`src/rtl/window_binarize_pkg.sv`:
```
`default_nettype none
// +--------------------------------------------------------------------+
// | window_binarize_pkg : config map, CTRL layout, default thresholds  |
// | rev 1.0                                                            |
// +--------------------------------------------------------------------+
package window_binarize_pkg;

   // Default thresholds, ch2 in the MSB field
   localparam logic [23:0] WB_TL_INIT_DEF = {8'd0,  8'd50,  8'd50};
   localparam logic [23:0] WB_TH_INIT_DEF = {8'd93, 8'd160, 8'd160};

   typedef struct packed {
      logic hs;
      logic vs;
      logic de;
   } wb_timing_t;

   function automatic int unsigned wb_addr_w(input int unsigned nch);
      return $clog2(2 * nch + 1);
   endfunction

   function automatic int unsigned wb_tl_addr(input int unsigned c);
      return 2 * c;
   endfunction

   function automatic int unsigned wb_th_addr(input int unsigned c);
      return 2 * c + 1;
   endfunction

   function automatic int unsigned wb_ctrl_addr(input int unsigned nch);
      return 2 * nch;
   endfunction

   // CTRL: bits nch-1..0 enable mask, bit nch invert
   function automatic int unsigned wb_inv_bit(input int unsigned nch);
      return nch;
   endfunction

endpackage
`default_nettype wire

```
`src/rtl/wb_channel_cmp.sv`:
```
`default_nettype none
// +--------------------------------------------------------------------+
// | wb_channel_cmp : inclusive unsigned range test for one channel     |
// | rev 1.0                                                            |
// +--------------------------------------------------------------------+
module wb_channel_cmp #(
   parameter int unsigned CH_W = 8
) (
   input  logic [CH_W-1:0] i_field,
   input  logic [CH_W-1:0] i_tl,
   input  logic [CH_W-1:0] i_th,
   input  logic            i_en,
   output logic            o_match
);

   // A disabled channel never vetoes; TL > TH can never satisfy both bounds
   assign o_match = ~i_en | ((i_field >= i_tl) & (i_field <= i_th));

endmodule
`default_nettype wire

```
`src/rtl/window_binarize.sv`:
```
`default_nettype none
// +--------------------------------------------------------------------+
// | window_binarize : per-channel window threshold to 1-bit video mask |
// | rev 1.0                                                            |
// +--------------------------------------------------------------------+
module window_binarize
   import window_binarize_pkg::*;
#(
   parameter int unsigned         NCH     = 3,
   parameter int unsigned         CH_W    = 8,
   parameter int unsigned         OUT_W   = 16,
   parameter int unsigned         CNT_W   = 24,
   parameter logic [NCH*CH_W-1:0] TL_INIT = WB_TL_INIT_DEF,
   parameter logic [NCH*CH_W-1:0] TH_INIT = WB_TH_INIT_DEF
) (
   input  logic                          pixelclk,
   input  logic                          reset_n,
   input  logic                          cfg_we,
   input  logic [wb_addr_w(NCH)-1:0]     cfg_addr,
   input  logic [CH_W-1:0]               cfg_wdata,
   input  logic [NCH*CH_W-1:0]           i_data,
   input  logic                          i_hsync,
   input  logic                          i_vsync,
   input  logic                          i_de,
   output logic [OUT_W-1:0]              o_binary,
   output logic                          o_hsync,
   output logic                          o_vsync,
   output logic                          o_de,
   output logic [CNT_W-1:0]              o_fg_count,
   output logic                          o_count_valid
);

   localparam int unsigned AW        = wb_addr_w(NCH);
   localparam int unsigned INV_BIT   = wb_inv_bit(NCH);
   localparam logic [NCH:0] CTRL_RST = {1'b0, {NCH{1'b1}}};

   logic [NCH*CH_W-1:0] tl_sh_q,  tl_sh_d,  th_sh_q,  th_sh_d;
   logic [NCH*CH_W-1:0] tl_act_q, tl_act_d, th_act_q, th_act_d;
   logic [NCH:0]        ctrl_sh_q, ctrl_sh_d, ctrl_act_q, ctrl_act_d;
   logic                vs_prev_q;
   logic                frame_start;

   logic [NCH-1:0]      ch_match;
   logic [NCH-1:0]      match1_q;
   logic                inv1_q;
   wb_timing_t          tim1_q, tim1_d;

   logic [OUT_W-1:0]    binary_q, binary_d;
   wb_timing_t          tim2_q;
   logic [CNT_W-1:0]    cnt_q, cnt_d, fg_count_q, fg_count_d;
   logic                count_valid_q, count_valid_d;
   logic                armed_q, armed_d;
   logic                pix_ones, fg, vs_edge2;

   assign frame_start = i_vsync & ~vs_prev_q;

   always_comb begin
      tl_sh_d   = tl_sh_q;
      th_sh_d   = th_sh_q;
      ctrl_sh_d = ctrl_sh_q;
      if (cfg_we) begin
         for (int c = 0; c < NCH; c++) begin
            if (cfg_addr == AW'(wb_tl_addr(c))) tl_sh_d[c*CH_W +: CH_W] = cfg_wdata;
            if (cfg_addr == AW'(wb_th_addr(c))) th_sh_d[c*CH_W +: CH_W] = cfg_wdata;
         end
         if (cfg_addr == AW'(wb_ctrl_addr(NCH))) ctrl_sh_d = cfg_wdata[NCH:0];
      end
   end

   // Active set samples the pre-write shadow, so a same-cycle write waits a frame
   always_comb begin
      tl_act_d   = frame_start ? tl_sh_q   : tl_act_q;
      th_act_d   = frame_start ? th_sh_q   : th_act_q;
      ctrl_act_d = frame_start ? ctrl_sh_q : ctrl_act_q;
   end

   for (genvar c = 0; c < NCH; c++) begin : g_ch
      wb_channel_cmp #(
         .CH_W(CH_W)
      ) u_cmp (
         .i_field(i_data[c*CH_W +: CH_W]),
         .i_tl   (tl_act_q[c*CH_W +: CH_W]),
         .i_th   (th_act_q[c*CH_W +: CH_W]),
         .i_en   (ctrl_act_q[c]),
         .o_match(ch_match[c])
      );
   end

   assign tim1_d = '{hs: i_hsync, vs: i_vsync, de: i_de};

   // Invert travels with the pixel so a frame-boundary swap stays coherent
   assign pix_ones = ((&match1_q) == inv1_q);
   assign binary_d = pix_ones ? {OUT_W{1'b1}} : {OUT_W{1'b0}};
   assign fg       = tim1_q.de & pix_ones;
   assign vs_edge2 = tim1_q.vs & ~tim2_q.vs;

   always_comb begin
      cnt_d         = cnt_q;
      fg_count_d    = fg_count_q;
      count_valid_d = 1'b0;
      armed_d       = armed_q;
      if (vs_edge2) begin
         cnt_d   = {{(CNT_W-1){1'b0}}, fg};
         armed_d = 1'b1;
         if (armed_q) begin
            fg_count_d    = cnt_q;
            count_valid_d = 1'b1;
         end
      end else if (fg && (cnt_q != {CNT_W{1'b1}})) begin
         cnt_d = cnt_q + CNT_W'(1);
      end
   end

   always_ff @(posedge pixelclk or negedge reset_n) begin
      if (!reset_n) begin
         tl_sh_q       <= TL_INIT;
         th_sh_q       <= TH_INIT;
         tl_act_q      <= TL_INIT;
         th_act_q      <= TH_INIT;
         ctrl_sh_q     <= CTRL_RST;
         ctrl_act_q    <= CTRL_RST;
         vs_prev_q     <= 1'b0;
         match1_q      <= '0;
         inv1_q        <= 1'b0;
         tim1_q        <= '0;
         binary_q      <= '0;
         tim2_q        <= '0;
         cnt_q         <= '0;
         fg_count_q    <= '0;
         count_valid_q <= 1'b0;
         armed_q       <= 1'b0;
      end else begin
         tl_sh_q       <= tl_sh_d;
         th_sh_q       <= th_sh_d;
         tl_act_q      <= tl_act_d;
         th_act_q      <= th_act_d;
         ctrl_sh_q     <= ctrl_sh_d;
         ctrl_act_q    <= ctrl_act_d;
         vs_prev_q     <= i_vsync;
         match1_q      <= ch_match;
         inv1_q        <= ctrl_act_q[INV_BIT];
         tim1_q        <= tim1_d;
         binary_q      <= binary_d;
         tim2_q        <= tim1_q;
         cnt_q         <= cnt_d;
         fg_count_q    <= fg_count_d;
         count_valid_q <= count_valid_d;
         armed_q       <= armed_d;
      end
   end

   assign o_binary      = binary_q;
   assign o_hsync       = tim2_q.hs;
   assign o_vsync       = tim2_q.vs;
   assign o_de          = tim2_q.de;
   assign o_fg_count    = fg_count_q;
   assign o_count_valid = count_valid_q;

endmodule
`default_nettype wire

```
`config.mk`:
```
export PLATFORM = sky130hd
export DESIGN_NAME = window_binarize
export DESIGN_NICKNAME = d
export VERILOG_FILES = /design/src/rtl/window_binarize_pkg.sv /design/src/rtl/wb_channel_cmp.sv /design/src/rtl/window_binarize.sv
export SDC_FILE = /design/constraint.sdc
export NUM_CORES = 1
export LEC_CHECK = 0
export BUFFER_PORTS_ARGS = -buffer_cell sky130_fd_sc_hd__buf_2
export CORE_AREA = 2 2 120 122
export DETAILED_ROUTE_END_ITERATION = 10
export DIE_AREA = 0 0 122 124
export GPL_TIMING_DRIVEN = 0
export PLACE_DENSITY = 0.87
export SLEW_MARGIN = 10
export SYNTH_ARGS = -nofsm -noshare
export SYNTH_HDL_FRONTEND = slang
export SYNTH_SLANG_ARGS = --single-unit
```
`constraint.sdc`:
```
create_clock -name pixelclk -period 2.3 [get_ports pixelclk]
set_input_delay 0.115 -clock pixelclk [delete_from_list [all_inputs] [get_ports pixelclk]]
set_output_delay 0.115 -clock pixelclk [all_outputs]
set_load 0.03 [all_outputs]
```
==> out/results.ini, run 1 <==
[status]
outcome = complete, no violations

[yosys]
syn_avg_cell_area_sq_um = 11.57
synth.most_common_cell = dfrtp_1
ys.flop_type = dfrtp_1
ys_ff_latch = 165
async_reset_ff_frac = 1.000
synthSimpleGateAreaFrac = 0.1032
synth_cell_type_count = 44
muxShareOfSynthArea = 0.1279
synth_warnings = 0
synth_top_family_by_area = multiplexers
synth_top_area_share = 0.4178
synth_xor_area_frac = 0.006802
syn-num-nets = 758
synth-compound-area-share = 0.09166
synth_commonest_cells = dfrtp_1 (129), mux2_2 (86), o21ai_0 (64)
synth_edf_count = 0
synth_fa_ha_area_frac = 0.07935
yosys-top-cells-area = dfrtp_1 (42%), mux2_2 (13%), dfstp_2 (12%), ha_1 (7.9%), o21ai_0 (4.1%)
yosysTopAreaCell = dfrtp_1
synth_cells = 668
syn-cell-area_sq_mm = 0.007726
yosysSeqAreaShare = 0.5402

[final_layout]
post-route-util = 0.6617
instances_no_fill = 969
antenna_cells = 0
drive_gt1_frac = 0.3447
area_delta_synth_final_pct = 17.49
layout.nets = 866

[drt]
drtIter0Drc = 316
drc_errors = 0
vias_per_cell = 5.609
totalWireLength_um = 16400
num_vias = 5435
firstDrtPassIters = 4
postRouteAntennaNets = 0
wl_per_cell_um = 16.93

[setup_path]
critical_path_class = flop to flop
cp_max_fo = 7
r2r_slack_ps = 100
setup.worst_path.end_class = flop
r2r-start = match1_q[2]
start_kind = flop
r2r_end = cnt_q[20]
rr_worst_depth = 6
required_ps = 2640
crit_arrival_ps = 2540

[job]
maxCapViolCount = 0

[cts]
cts_root_buf = clkbuf_16
cts_htree_levels = 4
cts_tree = done
max-clock-path-buffers = 2
clock_latency_ps = 430
numCtsBuffers = 17
clkTransAtPathRegs_ps = 60
clock-sinks = 165

[floorplanning]
pin_count = 85
core_area_sq_mm = 0.01372
die_w_um = 122
die_y_um = 124
row_count = 43
start_util = 0.5632
dieArea_sq_mm = 0.01513

[sta]
slew_headroom = 0.2593
setup_viol = 0
rsz0062_at_grt = no
worst_slew_pin_slew_ps = 1103
clock_skew_ps = 14.83
slew_violations = 0
fmax_ghz = 0.4553
hold_viol = 0
post-route-min-period_ps = 2196
setup_ws_ps = 103.9
period_share = 0.9548

[min_path]
hp-start = cfg_wdata[0]
whs_endpoint = tl_sh_q[8]
min_path_type = input pin to flop
hold_depth = 2

[power]
p_leak_nw = 4.175
ir_drop_v = 0.0007181
powerDensity_mw_per_mm2 = 961.7
total_power_mw = 8.730

[place]
gp_congestion = 0.8604
dp_hpwl_um = 11260
place_ws_ps = 6.317
port_buffers = 82
place_inst = 931

[global_route]
grt_pass1_wl_um = 27770
grt_pass1_vias = 5764
grt-ovfl-total = 0
grt_max_degree = 117
antenna_found_initial = 0
grtUsageTotal = 0.2383

## cells in the final DEF (no fill, tap or decap), drive strengths merged, types with 3 or more instances in the layout
cell type,n
or3,12
nor2b,6
clkinvlp,4
buf,103
and3,5
nand4b,3
clkbuf,37
nor3b,5
a211oi,3
ha,49
dfrtp,129
mux2,86
or4,10
o211ai,3
a21oi,22
nand2b,9
nand3,12
or2,4
a21o,9
xnor2,5
o21ai,65
dlygate4sd3,4
inv,58
nor2,11
o311a,3
o22ai,4
nor3,3
dfstp,36
nand2,57
nand4,11
o31ai,6
## per-stage QoR
| stage | hold WS [ps] | TNS [ps] | instance area [sq um] |
|---|---|---|---|
| detailed placement | 38.77 | 0 | 8399 |
| CTS | 15.71 | 0 | 9042 |
| global route | 19.63 | 0 | 9077 |
| global placement | 227.0 | -176300 | 8362 |
| finish | 31.06 | 0 | 9077 |
| floorplan | -180.6 | 0 | 7726 |
## repair_timing
action,4_1_cts,5_1_grt
resized for setup,0,9
setup endpoints to repair,1,12
endpoints found under the hold margin,52,0
gates cloned,0,0
hold buffers,4,0
setup buffers,1,1
pin swaps,1,1
## logic make-up (layout without fill, tap and decap cells)
group / count (synthesis) / in the layout
AO/OA/AOI/OAI: 121 / 121
XOR/XNOR: 6 / 6
adder cells (fa/ha/maj): 49 / 49
buffers and inverters: 89 / 210
flip-flops: 165 / 165
multiplexers: 88 / 88
AND/OR/NAND/NOR: 150 / 150
## state kept, by name, indices dropped and copies added (netlist names)
| signal | count |
|---|---|
| o_de | 1 |
| o_fg_count | 24 |
| tim1_q | 3 |
| tl_sh_q | 24 |
| cnt_q | 24 |
| ctrl_sh_q | 4 |
| o_vsync | 1 |
| o_hsync | 1 |
| match1_q | 3 |
| ctrl_act_q | 4 |
| o_count_valid | 1 |
| inv1_q | 1 |
| th_act_q | 24 |
| tl_act_q | 24 |
| armed_q | 1 |
| th_sh_q | 24 |
| o_binary | 1 |
## layout make-up
cell class	count	area, sq um
plain buffers	33	185.2
multi-input cells	414	3183
inverters	56	210.2
repair buffers	89	503.0
well taps	180	225.2
fillers	996	4642
clock buffers	22	474.2
clock inverters	10	121.4
flip-flops and latches	165	4175
## metal layers
metal  up-vias  routed length (um)  global-route usage
met3        34                 748             0.06456
li1       2558                   -                   -
met4         0                 371             0.09698
met1      2702                6789              0.2841
met5         -                   0                   0
met2       141                8493              0.4110
## where the power goes
group / total (mW) / internal [mW] / switching (mW) / leakage, nW
logic: 2.09 / 0.935 / 1.16 / 1.87
clock network: 2.84 / 1.69 / 1.15 / 0.279
registers: 3.80 / 3.51 / 0.288 / 2.02
## worst max-delay path, stage by stage (launching register included)
cell and delay, ps:
dfrtp_1 380, and3_2 260, mux2i_2 200, or4_1 520, buf_2 180, or4_4 430, a21oi_2 140
## how the worst max path moves through the flow
| stage | from | end | slack (ps) | cells after the start |
|---|---|---|---|---|
| floorplan | cnt_q[0] | cnt_q[0] | 310 | 7 |
| global placement | reset_n | th_act_q[2] | -1280 | 1 |
| detailed placement | cnt_q[15] | cnt_q[0] | 6 | 6 |
| CTS | cnt_q[0] | cnt_q[0] | 30 | 7 |
| global route | cnt_q[15] | cnt_q[21] | 6 | 6 |
| finish | match1_q[2] | cnt_q[20] | 100 | 6 |
Power figures use the tool's default switching activity.
==> inputs of run 2 (changes only) <==
- MAX_ROUTING_LAYER: default -> met4
==> out/results.ini, run 2 (synthesis gave the netlist of run 1 again) <==
[global_route]
grt-ovfl-total = 0
use_met3 = 0.05769
grt_pass1_vias = 5775
grt_max_degree = 117
antenna_found_initial = 0
grt_use_met2 = 0.4096
grt_pass1_wl_um = 27740
grt-busiest-layer = met2
global_route.usage.met1 = 0.2877
grtUsageTotal = 0.2459

[setup_path]
critical_path_class = flop to flop
setup.worst_path.end_class = flop
start_kind = flop
cp_max_fo = 7
crit_arrival_ps = 2530
required_ps = 2650

[sta]
fmax_ghz = 0.4569
post-route-min-period_ps = 2189
setup_viol = 0
slew_violations = 0
slew_headroom = 0.2575
hold_viol = 0
period_share = 0.9516
rsz0062_at_grt = no
setup_ws_ps = 111.4
worst_slew_pin_slew_ps = 1105
clock_skew_ps = 8.024

[final_layout]
layout_common_cells = dfrtp_1 (128), mux2_2 (86), buf_2 (82), o21ai_0 (64), nand2_1 (57)
final_area_sq_mm = 0.009077
layout.nets = 866
seqCellArea_sq_mm = 0.004175
drive_gt1_frac = 0.3447
antenna_cells = 0
area_delta_synth_final_pct = 17.49
multiInputGateArea_sq_mm = 0.003183
fillers = 996
layout_commonest_cell = dfrtp_1

[cts]
cts_htree_levels = 4
clkTransAtPathRegs_ps = 60
max-clock-path-buffers = 2
clock_latency_ps = 430
numCtsBuffers = 17
cts_root_buf = clkbuf_16
cts_tree = done
clock-sinks = 165

[place]
gp_congestion = 0.8742
placed_area_sq_mm = 0.008399
dp_hpwl_um = 11260
place_ws_ps = 6.317
port_buffers = 82

[drt]
postRouteAntennaNets = 0
totalWireLength_um = 16410
wl_per_cell_um = 16.93
num_vias = 5486
firstDrtPassIters = 5
drc_errors = 0
drtIter0Drc = 324
vias_per_cell = 5.662

[floorplanning]
die_w_um = 122
start_util = 0.5632
row_count = 43
pin_count = 85
dieArea_sq_mm = 0.01513
core_area_sq_mm = 0.01372
die_y_um = 124

[job]
maxCapViolCount = 0

[power]
powerDensity_mw_per_mm2 = 961.4
p_leak_nw = 4.175
ir_drop_v = 0.0007191
total_power_mw = 8.727

[min_path]
min_path_type = input pin to flop

[status]
outcome = complete, no violations

run 2: cell counts in the layout (fill, tap and decap cells not counted):
No cell type changed its count.
run 2: critical path, cell delays in order, from the launching register on:
cell and delay (ps):
dfrtp_1 450, and3_2 270, nand3_2 130, or4_1 510, buf_2 180, or4_4 430
a21oi_2 140
run 2: routing by layer:
| layer | vias to the layer above | wire [um] |
|---|---|---|
| met3 | 40 | 817 |
| met2 | 164 | 8422 |
| li1 | 2555 | - |
| met5 | - | 0 |
| met4 | 0 | 432 |
| met1 | 2727 | 6733 |
run 2: final timing paths:
path	from	end	slack, ps	cells after the start
min reg2reg	tim1_q[2]	o_hsync	350	0
min in group asynchronous	reset_n	o_hsync	200	2
max	cnt_q[2]	cnt_q[20]	110	6
max reg2reg	cnt_q[2]	cnt_q[20]	110	6
max in group asynchronous	reset_n	tl_act_q[1]	1240	3
min	cfg_wdata[7]	th_sh_q[23]	30	2
run 2: final cells by class:
class                   count  area share
well taps                 180     0.02481
inverters                  56     0.02316
multi-input cells         414      0.3507
clock buffers              22     0.05224
repair buffers             89     0.05541
plain buffers              33     0.02040
flip-flops and latches    165      0.4600
clock inverters            10     0.01337
run 2: what timing repair did:
item,in CTS,in global routing
endpoints found under the setup margin,1,12
setup buffers,1,1
hold endpoints to repair,52,0
hold buffers,4,0
pin swaps,1,1
gates resized for setup,0,9
run 2: through the flow:
step                setup TNS [ps]  hold slack, ps    util  std cells
floorplan                        0          -180.6       -        668
global placement           -176300           227.0  0.6095        930
detailed placement               0           38.77  0.6122        931
CTS                              0           15.71  0.6591        968
global route                     0           20.02  0.6617        969
finish                           0           27.22  0.6617        969
run 2: power breakdown:
part           total (mW)  leakage [nW]  internal, mW  switching [mW]
sequential           3.80          2.02          3.51           0.288
combinational        2.10          1.87         0.935            1.16
clock                2.83         0.279          1.69            1.14
==> inputs of run 3 (changes only) <==
- PLACE_DENSITY: 0.87 -> default
- PLACE_DENSITY_LB_ADDON: default -> 0.1
==> out/results.ini, run 3 (synthesis gave the netlist of run 1 again) <==
[setup_path]
r2r_end = cnt_q[20]
r2r_slack_ps = 90
crit_arrival_ps = 2560
r2r-start = match1_q[0]
start_kind = flop
cp_max_fo = 7
required_ps = 2650
setup.worst_path.end_class = flop
critical_path_class = flop to flop
rr_worst_depth = 6

[drt]
drtIter0Drc = 491
postRouteAntennaNets = 0
wl_per_cell_um = 16.30
drc_errors = 0
totalWireLength_um = 15810
num_vias = 5353
firstDrtPassIters = 5
vias_per_cell = 5.519

[cts]
max-clock-path-buffers = 2
clock_latency_ps = 420
clock-sinks = 165
cts_tree = done
cts_root_buf = clkbuf_16
cts_htree_levels = 4
clkTransAtPathRegs_ps = 60
numCtsBuffers = 17

[power]
p_leak_nw = 4.220
power_frac_seq = 0.427
intPower_mw = 6.397
ir_drop_v = 0.0006553
p_comb_frac = 0.233
powerDensity_mw_per_mm2 = 971.6
p_sw_frac = 0.2793
total_power_mw = 8.877
power_switching_mw = 2.480
p_clk_frac = 0.340

[global_route]
grt_pass1_vias = 5492
antenna_found_initial = 0
grtUsageTotal = 0.2340
grt_pass1_wl_um = 26440
grt_max_degree = 96
grt-ovfl-total = 0

[status]
outcome = complete, no violations

[final_layout]
drive_gt1_frac = 0.3456
layout.nets = 867
multiInputGateArea_sq_mm = 0.003184
layout_common_cells = dfrtp_1 (128), mux2_2 (86), buf_2 (82), o21ai_0 (64), nand2_1 (57)
layout_commonest_cell = dfrtp_1
antenna_cells = 0
seqCellArea_sq_mm = 0.004175
instances_no_fill = 970
area_delta_synth_final_pct = 18.25
post-route-util = 0.6659
fillers = 1068

[floorplanning]
core_area_sq_mm = 0.01372
die_w_um = 122
pin_count = 85
dieArea_sq_mm = 0.01513
row_count = 43
die_y_um = 124
start_util = 0.5632

[sta]
slew_headroom = 0.4833
setup_viol = 0
hold_viol = 0
clock_skew_ps = 6.857
setup_ws_ps = 87.43
post-route-min-period_ps = 2213
worst_slew_pin_slew_ps = 771.6
fmax_ghz = 0.4520
period_share = 0.9620
slew_violations = 0

[place]
dp_hpwl_um = 11430
gp_congestion = 0.8937
place_ws_ps = 25.56
place_inst = 931
port_buffers = 82

[job]
maxCapViolCount = 0

[min_path]
hold_depth = 2
whs_endpoint = th_sh_q[7]
hp-start = cfg_wdata[7]
min_path_type = input pin to flop

[run 3: changes by cell type in the layout (fill, tap and decap cells not counted), moves of 2 or more]
cell        delta
clkinvlp_4     -4
inv_6          -2
bufinv_16      +2
clkinv_2       +2
clkbuf_8       +2
[run 3: worst max-delay path, stage by stage (launching register included)]
cell and delay [ps]:
dfrtp_1 400, and3_2 250, mux2i_2 200, or4_1 530
buf_2 170, or4_1 430, a21oi_2 150
[run 3: cell type report]
cell class | instances | share of cell area
multi-input combinational | 414 | 0.3485
buffer | 33 | 0.02027
inverter | 56 | 0.02301
timing repair buffer | 90 | 0.05588
clock buffer | 24 | 0.05492
tap | 180 | 0.02465
clock inverter | 8 | 0.01575
sequential | 165 | 0.4570
[run 3: stage by stage]
stage	area, sq um	setup TNS (ps)	hold WS [ps]
6_report	9136	0	38.55
4_1_cts	9085	0	35.48
3_5_place_dp	8399	0	101.3
2_1_floorplan	7726	0	-180.6
3_3_place_gp	8362	-165450	224.1
5_1_grt	9136	-2.652	47.39
[run 3: how the worst max path moves through the flow]
stage,to,depth (start not counted),slack (ps),from
after CTS,cnt_q[0],6,10,cnt_q[15]
after global routing,cnt_q[15],6,-3,cnt_q[15]
final,cnt_q[20],6,90,match1_q[0]
after global placement,th_sh_q[10],1,-1210,reset_n
after detailed placement,cnt_q[0],6,30,cnt_q[15]
after floorplan,cnt_q[0],7,310,cnt_q[0]
[run 3: power by group through the flow]
stage               combinational (mW)  sequential (mW)  clock, mW
global route                      2.32             3.85       3.19
CTS                               2.08             3.79       3.08
global placement                  1.97             3.81          0
floorplan                         1.45             3.81          0
finish                            2.07             3.79       3.02
detailed placement                2.05             3.83          0
[run 3: repair_timing]
| item | CTS | global route |
|---|---|---|
| endpoints found under the setup margin | 1 | 15 |
| endpoints found under the hold margin | 63 | 0 |
| resized for setup | 0 | 7 |
| setup buffers | 0 | 3 |
| hold buffers | 4 | 0 |
| pin swaps | 1 | 2 |
[run 3: layer usage]
layer | GRT usage | up-vias | share of wire
met3 | 0.04487 | 20 | 0.038
met4 | 0.08261 | 0 | 0.015
met5 | - | - | 0
met2 | 0.4022 | 122 | 0.51
li1 | - | 2551 | -
met1 | 0.2769 | 2660 | 0.43
